==> src/rtl/ysyx_25060170_pkg.sv <==
// Shared constants and requester ids for the GPR write-back slice.
// Config: YSYX_25060170_SCOREBOARD_EN enables the busy scoreboard.
package ysyx_25060170_pkg;

    localparam int XLEN       = 32;
    localparam int REG_ADDR_W = 5;
    localparam int NREG       = 32;

    typedef enum logic {
        REQ_EXU = 1'b0,
        REQ_LSU = 1'b1
    } req_id_e;

endpackage

==> src/rtl/ysyx_25060170_rr_arb2.sv <==
// Two-input round-robin arbiter; the requester granted last loses a tie.
// Config: none (see YSYX_25060170_SCOREBOARD_EN in the top).
module ysyx_25060170_rr_arb2
    import ysyx_25060170_pkg::*;
(
    input  logic       clk,
    input  logic       rst,
    input  logic [1:0] req,
    input  logic       accept,
    output logic [1:0] gnt
);

    req_id_e last_q;
    req_id_e last_d;

    always_comb begin
        gnt    = req;
        last_d = last_q;
        if (req == 2'b11) begin
            gnt = (last_q == REQ_LSU) ? 2'b01 : 2'b10;
        end
        if (accept) begin
            last_d = gnt[1] ? REQ_LSU : REQ_EXU;
        end
    end

    always_ff @(posedge clk or posedge rst) begin
        if (rst) begin
            last_q <= REQ_LSU;
        end else begin
            last_q <= last_d;
        end
    end

endmodule

==> src/rtl/ysyx_25060170_gpr_wb_ctrl.sv <==
// GPR write-back arbiter, registered write port and RAW/WAW busy scoreboard.
// Config: YSYX_25060170_SCOREBOARD_EN enables busy/hazard_stall tracking.
module ysyx_25060170_gpr_wb_ctrl #(
    parameter int XLEN = ysyx_25060170_pkg::XLEN,
    parameter int NREG = ysyx_25060170_pkg::NREG
) (
    input  logic                                  clk,
    input  logic                                  rst,
    input  logic                                  issue_valid,
    input  logic [ysyx_25060170_pkg::REG_ADDR_W-1:0] issue_rd,
    input  logic [ysyx_25060170_pkg::REG_ADDR_W-1:0] rs1,
    input  logic [ysyx_25060170_pkg::REG_ADDR_W-1:0] rs2,
    output logic                                  hazard_stall,
    input  logic                                  exu_valid,
    output logic                                  exu_ready,
    input  logic [ysyx_25060170_pkg::REG_ADDR_W-1:0] exu_rd,
    input  logic [XLEN-1:0]                       exu_data,
    input  logic                                  lsu_valid,
    output logic                                  lsu_ready,
    input  logic [ysyx_25060170_pkg::REG_ADDR_W-1:0] lsu_rd,
    input  logic [XLEN-1:0]                       lsu_data,
    output logic                                  gpr_we,
    output logic [ysyx_25060170_pkg::REG_ADDR_W-1:0] gpr_waddr,
    output logic [XLEN-1:0]                       gpr_wdata,
    output logic [NREG-1:0]                       busy
);

    import ysyx_25060170_pkg::*;

    logic [1:0]            gnt;
    logic                  accept;
    logic [REG_ADDR_W-1:0] sel_rd;
    logic [XLEN-1:0]       sel_data;

    logic                  we_q, we_d;
    logic [REG_ADDR_W-1:0] waddr_q, waddr_d;
    logic [XLEN-1:0]       wdata_q, wdata_d;

    ysyx_25060170_rr_arb2 u_arb (
        .clk    (clk),
        .rst    (rst),
        .req    ({lsu_valid, exu_valid}),
        .accept (accept),
        .gnt    (gnt)
    );

    assign exu_ready = gnt[0];
    assign lsu_ready = gnt[1];
    assign accept    = |gnt;

    always_comb begin
        sel_rd   = gnt[1] ? lsu_rd : exu_rd;
        sel_data = gnt[1] ? lsu_data : exu_data;
        we_d     = 1'b0;
        waddr_d  = waddr_q;
        wdata_d  = wdata_q;
        if (accept) begin
            we_d    = (sel_rd != '0);
            waddr_d = sel_rd;
            wdata_d = sel_data;
        end
    end

    always_ff @(posedge clk or posedge rst) begin
        if (rst) begin
            we_q    <= 1'b0;
            waddr_q <= '0;
            wdata_q <= '0;
        end else begin
            we_q    <= we_d;
            waddr_q <= waddr_d;
            wdata_q <= wdata_d;
        end
    end

    assign gpr_we    = we_q;
    assign gpr_waddr = waddr_q;
    assign gpr_wdata = wdata_q;

`ifdef YSYX_25060170_SCOREBOARD_EN
    logic [NREG-1:0] busy_q, busy_d;
    logic [NREG-1:0] set_v, clr_v;
    logic            set_ok;

    assign hazard_stall = busy_q[rs1] | busy_q[rs2] | busy_q[issue_rd];
    assign set_ok       = issue_valid & ~hazard_stall & (issue_rd != '0);

    // Set is applied after clear so a fresh claim survives a same-edge commit.
    always_comb begin
        set_v = '0;
        clr_v = '0;
        for (int i = 1; i < NREG; i++) begin
            set_v[i] = set_ok && (issue_rd == REG_ADDR_W'(i));
            clr_v[i] = we_q && (waddr_q == REG_ADDR_W'(i));
        end
        busy_d = (busy_q & ~clr_v) | set_v;
    end

    always_ff @(posedge clk or posedge rst) begin
        if (rst) begin
            busy_q <= '0;
        end else begin
            busy_q <= busy_d;
        end
    end

    assign busy = busy_q;
`else
    logic unused_sb;

    assign unused_sb    = ^{issue_valid, issue_rd, rs1, rs2};
    assign hazard_stall = 1'b0;
    assign busy         = '0;
`endif

endmodule

==> config.mk <==
export PLATFORM = sky130hd
export DESIGN_NAME = ysyx_25060170_gpr_wb_ctrl
export DESIGN_NICKNAME = d
export VERILOG_FILES = /design/src/rtl/ysyx_25060170_pkg.sv /design/src/rtl/ysyx_25060170_rr_arb2.sv /design/src/rtl/ysyx_25060170_gpr_wb_ctrl.sv
export SDC_FILE = /design/constraint.sdc
export NUM_CORES = 1
export LEC_CHECK = 0
export BUFFER_PORTS_ARGS = -buffer_cell sky130_fd_sc_hd__buf_2
export CAP_MARGIN = 30
export CORE_MARGIN = 2
export CORE_UTILIZATION = 38
export CTS_CLUSTER_DIAMETER = 40
export DETAILED_ROUTE_END_ITERATION = 7
export PLACE_DENSITY = 0.77
export SYNTH_ARGS = -nofsm -noshare
export SYNTH_HDL_FRONTEND = slang
export SYNTH_SLANG_ARGS = --single-unit
==> constraint.sdc <==
create_clock -name clk -period 1.3 [get_ports clk]
set_input_delay 0.26 -clock clk [delete_from_list [all_inputs] [get_ports clk]]
set_output_delay 0.26 -clock clk [all_outputs]
set_load 0.02 [all_outputs]
# After elaboration in Yosys (flattened, before gate mapping)
# Index checks and enable logic that the tools add are counted.
# totals
reg_bits	39
input_bits	94
elab_cells	13
output_inout_bits	73
# op_classes
mux	6
n_reduce_logical	2
eq_ne	1
# op_table
op	count
$mux W32	1
$mux W5	1
$reduce_bool A5 Y1	1
$mux W2	2
$eq A2 B2 Y1 const B	1
$mux W1	2
$reduce_or A2 Y1	1

# Longest topological paths before layout
# logic_depth
depth_word	5
mapped_depth	6
depth_no_buf	3

# Hierarchy
# From an unflattened synthesis, not the netlist that was laid out.
# hier_totals
hier_cells	209
area_unflattened_um2	2133.3
# modules_own_cells
module	seq_area_each_um2	area_each_um2	cells_per_inst	n_inst
ysyx_25060170_gpr_wb_ctrl	950.9	2065.7	203	1
ysyx_25060170_rr_arb2	26.3	67.6	6	1

# Worst setup path before layout
# OpenSTA, ideal clock, no wires.
# synth_path
path_kind	register to register
startpoint	register u_arb.last_q
endpoint	register we_q, in the netlist gpr_we
path_buffers	1
slack_ns	-0.210
t_arrival_ns	1.432
period_less_slack_ns	1.510
required_time_ns	1.222
path_stages_with_launch	5
setup_ns	0.078
path_cell_list	dfstp_2 -> buf_2 -> inv_1 -> a21boi_0 -> o2bb2ai_1
# synth_between
word_cells_on_any_way	6
cone_classes	mux: 4; reduce/logical: 2
# synth_lines
item	line_no	rtl
start, declared	ysyx_25060170_rr_arb2.sv:13	req_id_e last_q;
start signal, assigned	ysyx_25060170_rr_arb2.sv:31	last_q <= last_d;
$mux W2	ysyx_25060170_rr_arb2.sv:20	gnt = (last_q == REQ_LSU) ? 2'b01 : 2'b10;
$mux W2	ysyx_25060170_rr_arb2.sv:19	if (req == 2'b11) begin
net exu_ready	ysyx_25060170_gpr_wb_ctrl.sv:15	output logic exu_ready,
$reduce_or A2 Y1	ysyx_25060170_gpr_wb_ctrl.sv:49	assign accept = |gnt;
$mux W1	ysyx_25060170_gpr_wb_ctrl.sv:57	if (accept) begin
net we_d	ysyx_25060170_gpr_wb_ctrl.sv:35	logic we_q, we_d;
end signal, assigned	ysyx_25060170_gpr_wb_ctrl.sv:70	we_q <= we_d;
end, declared	ysyx_25060170_gpr_wb_ctrl.sv:35	
# The timed path passes the listed nets, and every way through them passes these cells.
# A chain may end at the register's enable or synchronous reset.

# Worst setup path in the final report
# layout_path
startpoint	register u_arb.last_q
endpoint	output port lsu_ready
# layout_between
elab_chain_len	2
# layout_rtl
item	line_no	rtl
$mux W2	ysyx_25060170_rr_arb2.sv:20	
$mux W2	ysyx_25060170_rr_arb2.sv:19	
end, declared	ysyx_25060170_gpr_wb_ctrl.sv:19	output logic lsu_ready,
# Every way passes these cells.

==> results.json <==
{
  "clock_skew_ns": 0.003269,
  "numCtsBuffers": 5,
  "layout_worst_path_cycle_share_pct": 116.8,
  "min_path_type": "primary input to asynchronous set/reset pin",
  "setup_viol": 21,
  "routed_wl_mm": 6.142,
  "crit_fanout": 4,
  "drtPass1Iterations": 4,
  "p_switching_uw": 1227,
  "cp_cell_sequence": "a21bo_4, buf_12, inv_4, buf_6",
  "antenna_found_initial": 0,
  "die_w_um": 84.17,
  "syn_area_um2": 2442,
  "critPathSlowestCell": "dfstp_2",
  "final_common_cell": "buf_2",
  "pre_cts_ws_ns": -0.1324,
  "rows": 29,
  "seqPwrFrac_pct": 40.0,
  "dr.first_iter.drc_count": 65,
  "wl_per_cell_um": 13.32,
  "hold_slack_ns": -0.004191,
  "cell_internal_pwr_uw": 2438,
  "port-buffer-count": 117,
  "grt_pass1_wl_mm": 9.804,
  "grt_setup_unrepaired": "yes",
  "ys_seq_area_share_pct": 40.01,
  "maxCapViolCount": 0,
  "timing.final.ws_setup_ns": -0.2187,
  "overflow": 0,
  "start_util_pct": 38.91,
  "worstPathRequired_ns": 1.04,
  "cp.arrival_ns": 1.26,
  "num_vias": 2246,
  "cts_max_level": 2,
  "placed_area_um2": 3108,
  "n_antenna_cell": 0,
  "p_per_area_nw_per_um2": 1112,
  "finalMaxSlewViolations": 0,
  "drive_above_1_share_pct": 49.74,
  "area_growth_syn_to_layout_pct": 34.89,
  "cts_tree": "done",
  "cp-end-kind": "output port",
  "clk_path_buf_depth": 2,
  "design.die.area_um2": 7085,
  "coreArea_um2": 6277,
  "status": "finished, violations left",
  "clk_latency_ns": 0.28,
  "synth_cells": 255,
  "p_leak_uw": 0.001694,
  "p_clk_share_pct": 24.2,
  "synth_cell_types": 19,
  "clockRootBuffer": "clkbuf_8",
  "ys_ff_latch": 39,
  "cts_sinks": 39,
  "start_kind": "register",
  "grt_use_total_pct": 16.82,
  "ir_drop_uv": 570.7,
  "worstSetupPathType": "register to output port",
  "hold_viol_final": 8,
  "fin_crit_ns": 1.519,
  "dp_hpwl_mm": 4.459,
  "grt_start_max_net_pins": 40,
  "switching_share_pct": 33.49,
  "via_per_inst": 4.872,
  "cpPeakStageDelay_ns": 0.58,
  "num-nets-final": 477,
  "grt_pass1_vias": 2134,
  "drcViolationCount": 0,
  "power_frac_comb_pct": 35.8,
  "die_h_um": 84.17,
  "syn_avg_cell_area_um2": 9.578,
  "layout_common_cells": "buf_2, dfrtp_1, mux2_2, o22ai_1, inv_1",
  "final_area_um2": 3294,
  "ys.warnings.count": 0,
  "clk_pin_slew_worst_paths_ns": 0.07,
  "io_pins": 167,
  "fmax_ghz": 0.6585,
  "ant_nets": 0,
  "violations": "negative hold slack, negative setup slack",
  "gp_congestion": 0.7741
}
==> cells by family after synthesis <==
kind of cell    count (synthesis)  synth area share, %
buf+inv                        89                21.00
compound gates                 73                19.06
simple gates                   16                2.715
mux                            37                17.06
other cells                     1               0.1535
flops                          39                40.01
==> power groups by stage <==
stage                     combinational, uW  sequential [uW]  clock (uW)
final                                  1310             1460         888
after global routing                   1420             1490         975
after CTS                              1320             1470         930
after detailed placement               1270             1480           0
after global placement                 1230             1480           0
after floorplan                         677             1680           0
==> repair_timing <==
action	in CTS	in global routing
pin swaps	2	1
setup endpoints to repair	19	40
hold buffers	0	0
setup buffers	4	0
cloned	1	0
resized for setup	9	2
==> critical path, delay by kind of cell (launching register included) <==
family / cells / cell delay (ns)
flip-flops: 1 / 0.58
buffers and inverters: 3 / 0.23
AO/OA/AOI/OAI: 1 / 0.15
==> cell usage after synthesis <==
cell type,count,share of area [%]
dfstp_2,1,1.1
o2bb2ai_1,1,0.36
nor3_1,1,0.20
a31oi_1,32,8.2
conb_1,1,0.15
nor2_1,12,1.8
clkbuf_1,7,1.1
buf_2,5,1.0
or4_2,1,0.36
nand2_1,2,0.31
buf_4,34,10
dfrtp_1,38,39
buf_1,1,0.15
o22ai_1,37,9.5
a21boi_0,2,0.61
buf_6,6,2.8
mux2_2,37,17
inv_1,36,5.5
a21bo_1,1,0.41
==> per-layer routing <==
metal / up-vias / track usage [%] / share of wire, %
met5: - / 0 / 0
met4: 0 / 4.399 / 1.1
met2: 95 / 28.86 / 49
met1: 1060 / 21.45 / 43
met3: 8 / 3.835 / 7.1
li1: 1083 / - / -
==> flip-flops by register name, summed over array words and instances (netlist names) <==
| signal | flops |
|---|---|
| gpr_waddr | 5 |
| u_arb.last_q | 1 |
| gpr_wdata | 32 |
| gpr_we | 1 |
==> through the flow <==
step                hold slack (ns)  util (%)  TNS, ns  total power, uW  std cells
finish                    -0.004191     52.48   -1.621             3665        461
global route               0.006089     52.48   -4.591             3880        461
CTS                        0.004655     52.38   -1.702             3710        461
detailed placement           0.3175     49.51   -2.575             2751        448
global placement             0.3086     49.51   -1.721             2715        448
floorplan                    0.4040         -        0             2358        287
==> area by class of cell <==
cell class                      instances  area (um^2)
Inverter                               36        137.6
Multi-Input combinational cell        159         1082
Tap cell                               77        96.34
Sequential cell                        39        977.2
Clock buffer                            8        100.1
Fill cell                             575         2983
Timing Repair Buffer                  142        900.9
==> path summary, 6_finish.rpt <==
check	startpoint	end	slack [ns]	cells past startpoint
setup / recovery	u_arb.last_q	lsu_ready	-0.22	4
hold / removal	rst	gpr_wdata[18]	-0.004	3
setup reg to reg	u_arb.last_q	gpr_wdata[11]	-0.17	6
hold reg to reg	u_arb.last_q	u_arb.last_q	0.57	2
max in group asynchronous	rst	u_arb.last_q	1.05	3
min in group clk	lsu_rd[1]	gpr_waddr[1]	0.22	3
Power figures use the tool's default switching activity.
